File: src/rtl/program_loader_pkg.sv
// Program loader shared types: FSM states, CPU reset hold default and ISA opcodes for program images.
// LOADER_CHECKSUM_EN adds the RECV_CSUM state.
package loader_pkg;

  localparam int RST_CYCLES_DEF = 3;

  localparam logic [4:0] OP_ALU     = 5'b00000;
  localparam logic [4:0] OP_LLI     = 5'b00010;
  localparam logic [4:0] OP_LDRRI   = 5'b00011;
  localparam logic [4:0] OP_LDRRR   = 5'b00100;
  localparam logic [4:0] OP_OUT_HLT = 5'b11100;

  typedef enum logic [2:0] {
    IDLE,
    RECV_HI,
    RECV_LO,
    WRITE,
    RST_CPU,
    RUN
`ifdef LOADER_CHECKSUM_EN
    , RECV_CSUM
`endif
  } state_t;

endpackage

File: src/rtl/program_loader_byte_pair_packer.sv
// Assembles two stream bytes (high first) into a 16-bit word; word_vld pulses the cycle after the low byte.
// in_ready rises on start and drops after the low byte, so nothing is consumed until the next start.
module byte_pair_packer (
  input  logic        clk,
  input  logic        rst_n,
  input  logic        start,
  input  logic [7:0]  in_byte,
  input  logic        in_valid,
  output logic        in_ready,
  output logic [15:0] word_dat,
  output logic        word_vld
);

  logic lo_phase;

  always_ff @(posedge clk or negedge rst_n) begin
    if (!rst_n) begin
      in_ready <= 1'b0;
      lo_phase <= 1'b0;
      word_dat <= '0;
      word_vld <= 1'b0;
    end else begin
      word_vld <= 1'b0;
      if (start) begin
        in_ready <= 1'b1;
        lo_phase <= 1'b0;
      end else if (in_ready && in_valid) begin
        if (!lo_phase) begin
          word_dat[15:8] <= in_byte;
          lo_phase       <= 1'b1;
        end else begin
          word_dat[7:0] <= in_byte;
          lo_phase      <= 1'b0;
          in_ready      <= 1'b0;
          word_vld      <= 1'b1;
        end
      end
    end
  end

endmodule

File: src/rtl/program_loader.sv
// Streams bytes into the CPU memory loader port, holds the CPU in reset RST_CYCLES cycles, then runs it until Done.
// One word per 3 cycles with back-to-back bytes; In_Ready low outside receive states. Optional LOADER_CHECKSUM_EN.
module program_loader
  import loader_pkg::*;
#(
  parameter int ADDR_W     = 8,
  parameter int RST_CYCLES = RST_CYCLES_DEF
) (
  input  logic              clk,
  input  logic              Rst_n,
  input  logic              Load_Start,
  input  logic [ADDR_W-1:0] Load_Base,
  input  logic [ADDR_W:0]   Load_Count,
  input  logic [7:0]        In_Byte,
  input  logic              In_Valid,
  output logic              In_Ready,
  output logic [ADDR_W-1:0] Tb_MEMAddr,
  output logic [15:0]       Tb_MEMData,
  output logic              Tb_MEMWE,
  output logic              TBorNot,
  output logic              CpuRst,
  input  logic              CpuDone,
  output logic              Busy,
  output logic              RunDone,
  output logic              CsumErr
);

  state_t            state;
  logic [ADDR_W-1:0] addr;
  logic [ADDR_W:0]   remaining;
  logic [7:0]        rst_cnt;
  logic              pk_start;
  logic              pk_rdy;
  logic              pk_vld;
  logic [15:0]       pk_dat;
  logic              byte_hs;
  logic              last_word;

  assign last_word = (remaining == (ADDR_W+1)'(1));
  assign byte_hs   = In_Valid && pk_rdy;
  assign pk_start  = (state == IDLE && Load_Start && Load_Count != '0) ||
                     (state == WRITE && !last_word);

  byte_pair_packer u_packer (
    .clk      (clk),
    .rst_n    (Rst_n),
    .start    (pk_start),
    .in_byte  (In_Byte),
    .in_valid (In_Valid),
    .in_ready (pk_rdy),
    .word_dat (pk_dat),
    .word_vld (pk_vld)
  );

  // The packer's word_vld register is high exactly in the WRITE cycle.
  assign Tb_MEMAddr = addr;
  assign Tb_MEMData = pk_dat;
  assign Tb_MEMWE   = pk_vld;

`ifdef LOADER_CHECKSUM_EN
  logic       csum_rdy;
  logic [7:0] sum;
  logic       csum_err;
  assign In_Ready = pk_rdy | csum_rdy;
  assign CsumErr  = csum_err;
`else
  assign In_Ready = pk_rdy;
  assign CsumErr  = 1'b0;
`endif

  always_ff @(posedge clk or negedge Rst_n) begin
    if (!Rst_n) begin
      state     <= IDLE;
      addr      <= '0;
      remaining <= '0;
      rst_cnt   <= '0;
      TBorNot   <= 1'b0;
      CpuRst    <= 1'b1;
      Busy      <= 1'b0;
      RunDone   <= 1'b0;
`ifdef LOADER_CHECKSUM_EN
      csum_rdy  <= 1'b0;
      sum       <= '0;
      csum_err  <= 1'b0;
`endif
    end else begin
      RunDone <= 1'b0;
`ifdef LOADER_CHECKSUM_EN
      if (byte_hs) sum <= sum + In_Byte;
`endif
      unique case (state)
        IDLE: if (Load_Start) begin
          addr      <= Load_Base;
          remaining <= Load_Count;
          Busy      <= 1'b1;
`ifdef LOADER_CHECKSUM_EN
          sum       <= '0;
          csum_err  <= 1'b0;
`endif
          if (Load_Count != '0) begin
            state   <= RECV_HI;
            TBorNot <= 1'b1;
          end else begin
`ifdef LOADER_CHECKSUM_EN
            state    <= RECV_CSUM;
            csum_rdy <= 1'b1;
`else
            state    <= RST_CPU;
            rst_cnt  <= '0;
`endif
          end
        end
        RECV_HI: if (byte_hs) state <= RECV_LO;
        RECV_LO: if (byte_hs) state <= WRITE;
        WRITE: begin
          addr      <= addr + 1'b1;
          remaining <= remaining - 1'b1;
          if (last_word) begin
            TBorNot <= 1'b0;
`ifdef LOADER_CHECKSUM_EN
            state    <= RECV_CSUM;
            csum_rdy <= 1'b1;
`else
            state    <= RST_CPU;
            rst_cnt  <= '0;
`endif
          end else begin
            state <= RECV_HI;
          end
        end
        RST_CPU: begin
          if (rst_cnt == 8'(RST_CYCLES - 1)) begin
            state  <= RUN;
            CpuRst <= 1'b0;
          end else begin
            rst_cnt <= rst_cnt + 1'b1;
          end
        end
        RUN: if (CpuDone) begin
          RunDone <= 1'b1;
          CpuRst  <= 1'b1;
          Busy    <= 1'b0;
          state   <= IDLE;
        end
`ifdef LOADER_CHECKSUM_EN
        // A bad checksum abandons the run with the CPU still held in reset.
        RECV_CSUM: if (In_Valid) begin
          csum_rdy <= 1'b0;
          if (In_Byte == sum) begin
            state   <= RST_CPU;
            rst_cnt <= '0;
          end else begin
            csum_err <= 1'b1;
            Busy     <= 1'b0;
            state    <= IDLE;
          end
        end
`endif
        default: state <= IDLE;
      endcase
    end
  end

endmodule

File: config.mk
export PLATFORM = sky130hd
export DESIGN_NAME = program_loader
export DESIGN_NICKNAME = d
export VERILOG_FILES = /design/src/rtl/program_loader_pkg.sv /design/src/rtl/program_loader_byte_pair_packer.sv /design/src/rtl/program_loader.sv
export SDC_FILE = /design/constraint.sdc
export NUM_CORES = 1
export LEC_CHECK = 0
export ABC_AREA = 0
export ABC_CLOCK_PERIOD_IN_PS = 2730
export CAP_MARGIN = 40
export CORE_ASPECT_RATIO = 0.7
export CORE_UTILIZATION = 50
export CTS_CLUSTER_SIZE = 12
export DETAILED_ROUTE_END_ITERATION = 10
export DONT_BUFFER_PORTS = 1
export PLACE_DENSITY = 0.62
export SETUP_SLACK_MARGIN = 0.02
export SYNTH_ARGS = -nofsm -noshare
export SYNTH_HDL_FRONTEND = slang
export SYNTH_HIERARCHICAL = 1
export SYNTH_SLANG_ARGS = --single-unit
File: constraint.sdc
create_clock -name clk -period 2.73 [get_ports clk]
set_clock_uncertainty 0.05 [all_clocks]
set_input_delay 0.819 -clock clk [delete_from_list [all_inputs] [get_ports clk]]
set_output_delay 0.819 -clock clk [all_outputs]
set_load 0.05 [all_outputs]
[Word-level counts from Yosys, hierarchy flattened]
Index checks and enable logic that the tools add are counted.
Word-level totals
  input bits: 30
  word-level logic and storage cells: 95
  register bits: 51
  output and inout port bits: 31
Operators by class
  mux-type cells: 38
  equality and inequality tests: 16
  add/sub/neg operators: 3
  bitwise operators: 2
  reduce and logical (&&, ||, !) cells: 23
Operators by type and width (number)
  8-bit two-way mux: 5
  8-bit case mux with 3 select lines: 1
  3-bit two-way mux: 7
  1-bit two-way mux: 18
  3-bit case mux with 6 select lines: 1
  9-bit case mux with 2 select lines: 1
  8-bit by 1-bit adder with 8-bit output (second input constant): 2
  2-bit inequality test (second input constant): 8
  8-bit case mux with 2 select lines: 1
  3-bit AND reduction: 4
  5-bit AND reduction: 2
  2-bit nonzero test: 5
  9-bit by 1-bit == test with 1-bit output (second input constant): 1
  9-bit two-way mux: 1
  9-bit nonzero test: 1
  9-bit by 1-bit subtractor with 9-bit output (second input constant): 1
  8-bit by 2-bit == test with 1-bit output (second input constant): 1
  3-bit by 2-bit == test with 1-bit output (second input constant): 2
  3-bit == test (second input constant): 2
  1-bit case mux with 2 select lines: 3
  1-bit logical AND: 4
  2-bit AND reduction: 2
  4-bit AND reduction: 1
  3-bit by 1-bit == test with 1-bit output (second input constant): 1
  other kinds (6): 7

[Depth between registers and ports, before layout]
Gate-level depths: netlist of the first run.
  depth in word-level cells: 6
  depth in mapped cells: 9
  gate-level depth less buffers: 8

[Cells and area by module]
The synthesis of the first run kept the hierarchy.
Modules (own cells, without submodules)
  program_loader: sequential area each 802.0 µm², area each 1916.8 µm², cells each 204, times used 1
  byte_pair_packer: sequential area each 475.5 µm², area each 762.0 µm², cells each 44, times used 1

[Worst setup path after synthesis of the first run]
OpenSTA, ideal clock, no wires.
  path type: input-to-reg
  start: in Load_Start
  end: reg u_packer.word_dat[10]
  buffers on the path: 3
  path slack: 0.146 ns
  stages: 7
  setup time: 0.125 ns
  data arrival time: 2.409 ns
  cells stage by stage: or4b_1 -> buf_2 -> buf_2 -> o21ai_1 -> and4bb_1 -> buf_6 -> mux2_4
Between the ends
  word-level cells in the longest chain between the ends: 5
Ends and longest elaborated chain
  from (decl): line program_loader.sv:11  | input logic Load_Start,
  1-bit logical AND (2 in series): line program_loader.sv:41  | assign pk_start = (state == IDLE && Load_Start && Load_Count != '0) ||
  1-bit logical OR: line program_loader.sv:41
  named net pk_start: line program_loader.sv:32  | logic pk_start;
  1-bit NOT (no source line)
  3-bit AND reduction (no source line)
  to (signal assigned): line program_loader_byte_pair_packer.sv:29  | word_dat[15:8] <= in_byte;
  to (decl): line program_loader_byte_pair_packer.sv:10  | output logic [15:0] word_dat,
The timed path passes the listed nets, and every way through them passes these cells.
A chain may end at the register's enable or synchronous reset.

[Worst setup path after layout of the first run]
  start: reg remaining[1]
  end: reg u_packer.word_dat[6]
Between the ends
  word-level cells in the longest chain between the ends: 6
Ends and longest elaborated chain
  from (decl): line program_loader.sv:30  | logic [ADDR_W:0] remaining;
  from (signal assigned): line program_loader.sv:94  | remaining <= Load_Count;
  from (signal assigned): line program_loader.sv:117  | remaining <= remaining - 1'b1;
  9-bit by 1-bit == test with 1-bit output: line program_loader.sv:39  | assign last_word = (remaining == (ADDR_W+1)'(1));
  1-bit logical NOT: line program_loader.sv:42  | (state == WRITE && !last_word);
  1-bit logical AND: line program_loader.sv:42
  1-bit logical OR: line program_loader.sv:41
  named net pk_start: line program_loader.sv:32
  1-bit NOT (no source line)
  3-bit AND reduction (no source line)
  to (signal assigned): line program_loader_byte_pair_packer.sv:32  | word_dat[7:0] <= in_byte;
The timed path passes the listed nets, and every way through them passes these cells.

==> impl_metrics.ini, run 1 <==
[timing]
setup_viol = 0
rsz0062_at_grt = no
finalCritPeriodShare_pct = 84.47
tns_ns = 0
finalHoldViolations = 0
whs_ns = 0.1462
maxSlewViolCount = 0
fin_crit_ns = 2.306
worst_slew_pin_slew_ns = 0.6614
slew_headroom_pct = 55.91
fmax_mhz = 433.6

[power_and_ir_drop]
p_leak_nw = 1.252
powerDensity_nw_per_um2 = 1176
max-vdd-ir-drop_uv = 679.0

[synthesis]
ys_top_cells_by_count = dfrtp_1 (50), nand2_1 (21), nor2_1 (21), nand3_1 (14)
syn-num-nets = 283
yosysWarnings = 6
ys_types = 63
synth.area.top_cells = dfrtp_1 (47%), mux2_4 (4.5%), mux2_2 (4.2%)
synth_edf_count = 0
synth_most_common_cell = dfrtp_1
synth-seq-cells = 51
yosysSeqAreaShare_pct = 47.69
synth-main-ff-cell = dfrtp_1
syn_inst = 248
syn_area_sq_um = 2679
synthArstFlopShare_pct = 100.0
synth_top_area_share_pct = 46.71
avgSynthCellArea_sq_um = 10.80
synth_top_cell_by_area = dfrtp_1

[finish]
multiInputGateArea_sq_um = 1324
stdcell_area_sq_um = 2875
fin_util_pct = 57.90
fillerInstances = 442
seq_area_sq_um = 1277
antenna_cells = 0
drive_above_1_share_pct = 18.04
nets = 289
area_growth_pct = 7.333

[die]
ios = 61
fp.dieH_microns = 63.24
core_area_sq_um = 4966
fp-row-count = 21
fp.dieArea_sq_um = 5659
die_w_microns = 89.49
initial_utilization_pct = 53.94

[global_route]
grt_pass1_vias = 1869
grt_max_degree = 52
grtUsageTotal_pct = 21.60
grt_overflow = 0
antenna_found_initial = 0
grt_first_pass_wirelength_mm = 9.190

[worst_setup_path]
cp.arrival_ns = 2.45
start_kind = flip-flop
cp.required_ns = 2.87
r2r-start = remaining[1]$_DFFE_PN0P_
critical_path_class = flip-flop to flip-flop
end_kind = flip-flop
cp_max_fo = 9
crit_start = remaining[1]$_DFFE_PN0P_

[min_path]
hold_path.class = input port to async pin

[clock_network]
cts_setup_buffers = 0
cts-htree-levels = 2
cts_resized = 0
cts_buffers = 5
cts-root-buf = clkbuf_8
cts.sinks = 51
cts_hold_buf = 0
cts_tree = built
clock_tree.buffer_depth = 2
worstSkewPairLatency_ns = 0.30
clk_pin_slew_worst_paths_ns = 0.09

[placed_design]
place_area_sq_um = 2786
gp_congestion = 0.7850
io_buffers = 0
hpwlAfterDp_mm = 4.087

[routing]
drc = 0
vias_per_cell = 6.065
wl_per_cell_microns = 17.53
drt-initial-drc-count = 124
wirelength_mm = 5.679
vias = 1965
dr.pass1.iters = 4
ant_nets = 0

[run_status]
status = complete, no violations

[job]
max_cap_violations = 0
-- kinds of logic after synthesis --
family          Yosys count  synth area share [%]
compound gates           52                 15.13
fa+ha+maj                 5                 2.335
buf+inv                  15                 2.896
flops                    51                 47.69
mux                      18                 8.688
other cells               1                0.1400
simple gates            106                 23.12
-- state kept, by name, summed over array words and instances, names as in the netlist --
register and flops:
Busy 1, CpuRst 1, RunDone 1, TBorNot 1, Tb_MEMAddr 8, remaining 9, rst_cnt 8, state 3
u_packer/in_ready 1, u_packer/lo_phase 1, u_packer/word_dat 16, u_packer/word_vld 1
-- area by class of cell --
class	instances	area share, %
Sequential cell	51	44.43
Clock inverter	3	0.6963
Multi-Input combinational cell	182	46.04
Clock buffer	5	2.393
Inverter	5	0.6527
Tap cell	69	3.003
Timing Repair Buffer	9	2.785
-- cell usage in the layout (no fill, tap or decap), types with 2 or more instances in the layout --
| cell | count |
|---|---|
| a21o_1 | 2 |
| nor3_1 | 10 |
| nor4_1 | 4 |
| nand4_1 | 2 |
| o311ai_0 | 2 |
| o21ai_1 | 3 |
| nand3_1 | 14 |
| o22ai_1 | 2 |
| inv_1 | 5 |
| o211ai_1 | 3 |
| a221o_1 | 3 |
| and3_1 | 7 |
| nand2b_1 | 2 |
| dfrtp_1 | 50 |
| buf_4 | 8 |
| clkinvlp_4 | 2 |
| a31oi_1 | 2 |
| nor3b_1 | 2 |
| nor4b_1 | 2 |
| a22oi_1 | 2 |
| ha_1 | 5 |
| mux2_4 | 8 |
| nor2_1 | 21 |
| a211o_1 | 4 |
| o211a_1 | 2 |
| nand2_1 | 21 |
| a211oi_1 | 5 |
| nand3b_1 | 3 |
| a21oi_1 | 8 |
| mux2_2 | 10 |
| clkbuf_8 | 5 |
| o21ai_0 | 3 |
| nor4b_4 | 2 |
-- worst paths after layout --
path	endpoint	slack [ns]	cells past startpoint
max	u_packer/word_dat[6]$_DFFE_PN0P_	0.42	8
min	rst_cnt[2]$_DFFE_PN0P_	0.15	0
max reg2reg	u_packer/word_dat[6]$_DFFE_PN0P_	0.42	8
min reg2reg	rst_cnt[1]$_DFFE_PN0P_	0.52	1
max in group asynchronous	CpuRst$_DFFE_PN1P_	2.31	0
min in group clk	rst_cnt[1]$_DFFE_PN0P_	0.52	1
-- through the flow --
stage               power (mW)  setup WS, ns  std cells
floorplan                2.707        0.1461        248
global placement         2.933        0.2339        316
detailed placement       2.964        0.1999        316
CTS                      3.402        0.4214        324
global route             3.588        0.1794        324
finish                   3.381        0.4239        324
-- per-layer routing --
layer  up-vias  part of all wire, %  GRT usage, %  routed length (microns)
met2        67                   41         29.96                     2321
met4         0                 0.81         5.952                       46
met3         4                  9.5         6.291                      539
met5         -                    0             0                        0
li1        937                    -             -                        -
met1       957                   49         32.68                     2772
-- critical path, stage by stage, from the launching register on --
cell,delay [ns]
dfrtp_1,0.40
inv_1,0.10
ha_1,0.14
nor4b_1,0.40
nand2_1,0.10
nand2_1,0.09
o21ai_1,0.11
nand4b_2,0.42
mux2_2,0.38
-- power by group --
group	internal [mW]	switching, mW	total (mW)
Sequential	1.03	0.951	1.98
Combinational	0.500	0.468	0.967
Clock	0.179	0.258	0.437
Total	1.70	1.68	3.38
Power figures use the tool's default switching activity.
==> run 2, diff against run 1 <==
--- a/config.mk
+++ b/config.mk
@@ -6,7 +6,7 @@
 export NUM_CORES = 1
 export LEC_CHECK = 0
 export ABC_AREA = 0
-export ABC_CLOCK_PERIOD_IN_PS = 2730
+export ABC_CLOCK_PERIOD_IN_PS = 2300
 export CAP_MARGIN = 40
 export CORE_ASPECT_RATIO = 0.7
 export CORE_UTILIZATION = 50
==> constraint.sdc (replaced) <==
create_clock -name clk -period 2.3 [get_ports clk]
set_clock_uncertainty 0.05 [all_clocks]
set_input_delay 0.69 -clock clk [delete_from_list [all_inputs] [get_ports clk]]
set_output_delay 0.69 -clock clk [all_outputs]
set_load 0.05 [all_outputs]
==> run 2 against run 1 <==
Clock power grew 27%. Register-to-register slack lost 0.27 ns. Via count grew 1.3%. Total power grew 23%. Utilization grew 2.3 points. Global-route usage grew 0.22 points. Sequential share of layout area shrank 1.7 points. Setup slack lost 0.27 ns. Critical endpoint is now u_packer/word_dat[11]$_DFFE_PN0P_. Maximum frequency grew 7.6%. First-iteration DRC count shrank 34%. Combinational power grew 30%.
==> impl_metrics.ini, run 2 (synthesized netlist as in run 1, its figures left out) <==
[run_status]
status = complete, no violations

[worst_setup_path]
worst-r2r-setup-slack_ns = 0.16
end_kind = flip-flop
cpMostUsedCell = nand2_1
cp_cell_sequence = inv_1 -> ha_1 -> nor4b_2 -> buf_4 -> nand2_1 -> nand2_1 -> o21ai_4 -> and4bb_1 -> buf_12 -> mux2_4
r2r-end = u_packer/word_dat[11]$_DFFE_PN0P_
cp.arrival_ns = 2.29
start_kind = flip-flop
r2r-start = remaining[1]$_DFFE_PN0P_
critical_path_class = flip-flop to flip-flop
cp_max_fo = 8
ff2ff_path_depth = 10
slowest_stage = dfrtp_1
cp.required_ns = 2.45
cpPeakStageDelay_ns = 0.39

[finish]
largest_reg_flops = 16
nets = 298
regMostFlops = u_packer/word_dat
fin_cells = 333
drive_above_1_share_pct = 21.97
antenna_cells = 0
fillerInstances = 414
final_cell_mix = dfrtp_1 (50), nor2_1 (21), nand2_1 (21), buf_4 (15), nand3_1 (14)
reg_top3 = u_packer/word_dat x16, remaining x9
fin_util_pct = 60.22
final_common_cell = dfrtp_1
area_growth_pct = 11.63

[job]
max_cap_violations = 0

[global_route]
grt_first_pass_wirelength_mm = 9.384
grt_overflow = 0
grt_max_degree = 52
grtUsageTotal_pct = 21.82
grt_pass1_vias = 1953
antenna_found_initial = 0

[routing]
drc = 0
vias_per_cell = 5.979
vias = 1991
dr.pass1.iters = 4
wl_per_cell_microns = 17.52
wirelength_mm = 5.833
drt-initial-drc-count = 82
ant_nets = 0

[placed_design]
placed_cells = 323
hpwlAfterDp_mm = 4.243
io_buffers = 0
gp_congestion = 0.8383
pre_cts_slack_ns = -0.001764

[timing]
worst_slack_ns = 0.1566
tns_ns = 0
finalHoldViolations = 0
fin_crit_ns = 2.143
finalCritPeriodShare_pct = 93.19
rsz0062_at_grt = no
fmax_mhz = 466.5
worst_slew_pin_slew_ns = 0.6095
setup_viol = 0
maxSlewViolCount = 0
slew_headroom_pct = 59.36

[clock_network]
worstSkewPairLatency_ns = 0.30
clk_pin_slew_worst_paths_ns = 0.10
cts_buffers = 5
cts_setup_buffers = 0
cts-root-buf = clkbuf_8
cts-htree-levels = 2
cts_tree = built
cts.sinks = 51
clock_tree.buffer_depth = 2

[power_and_ir_drop]
max-vdd-ir-drop_uv = 848.3
powerDensity_nw_per_um2 = 1387
p_leak_nw = 1.312
power_mw = 4.147

[die]
initial_utilization_pct = 53.94
fp.dieH_microns = 63.24
fp.dieArea_sq_um = 5659
ios = 61
die_w_microns = 89.49
core_area_sq_um = 4966
fp-row-count = 21

[min_path]
hold_path.class = input port to async pin
run 2: per-layer routing:
metal	vias up	global-route usage (%)	part of all wire, %
met5	-	0	0
met4	0	5.357	0.82
met3	7	5.767	6.5
met2	57	30.92	41
met1	971	33.05	51
li1	956	-	-
run 2: area by class of cell:
cell class	count	area [sq um]	share of cell area, %
clock buffer	6	82.58	2.762
tap	69	86.33	2.887
multi-input combinational	182	1346	45.02
timing repair buffer	18	162.7	5.439
sequential	51	1277	42.72
clock inverter	2	16.27	0.5439
inverter	5	18.77	0.6276
run 2: worst max-delay path: cells and delay by family, from the launching register on:
| kind | cells | cell delay (ns) |
|---|---|---|
| compound gates | 1 | 0.07 |
| fa+ha+maj | 1 | 0.15 |
| buf+inv | 3 | 0.42 |
| flops | 1 | 0.39 |
| mux | 1 | 0.30 |
| simple gates | 4 | 0.66 |
run 2: worst max-delay path by stage:
stage	start	to
2_1_floorplan	Load_Start	u_packer/word_dat[10]$_DFFE_PN0P_
3_3_place_gp	Load_Count[2]	u_packer/word_dat[12]$_DFFE_PN0P_
3_5_place_dp	Load_Count[2]	u_packer/word_dat[11]$_DFFE_PN0P_
4_1_cts	remaining[1]$_DFFE_PN0P_	u_packer/word_dat[11]$_DFFE_PN0P_
5_1_grt	remaining[1]$_DFFE_PN0P_	u_packer/word_dat[11]$_DFFE_PN0P_
6_report	remaining[1]$_DFFE_PN0P_	u_packer/word_dat[11]$_DFFE_PN0P_
run 2: where the power goes:
| group | switching (mW) | leakage, nW | internal [mW] |
|---|---|---|---|
| combinational | 0.606 | 0.654 | 0.651 |
| clock | 0.307 | 0.0474 | 0.246 |
| sequential | 1.12 | 0.611 | 1.22 |
run 2: repair_timing:
action,4_1_cts,5_1_grt
endpoints found under the setup margin,0,14
gates resized for setup,0,1
hold buffers,0,2
endpoints found under the hold margin,0,7
run 2: through the flow:
stage | cell area [sq um] | hold slack (ns)
after detailed placement | 2855 | 0.3457
after global routing | 2990 | 0.0002920
final | 2990 | 0.01932
after global placement | 2855 | 0.3454
after CTS | 2954 | 0.007396
after floorplan | 2708 | 0.3444
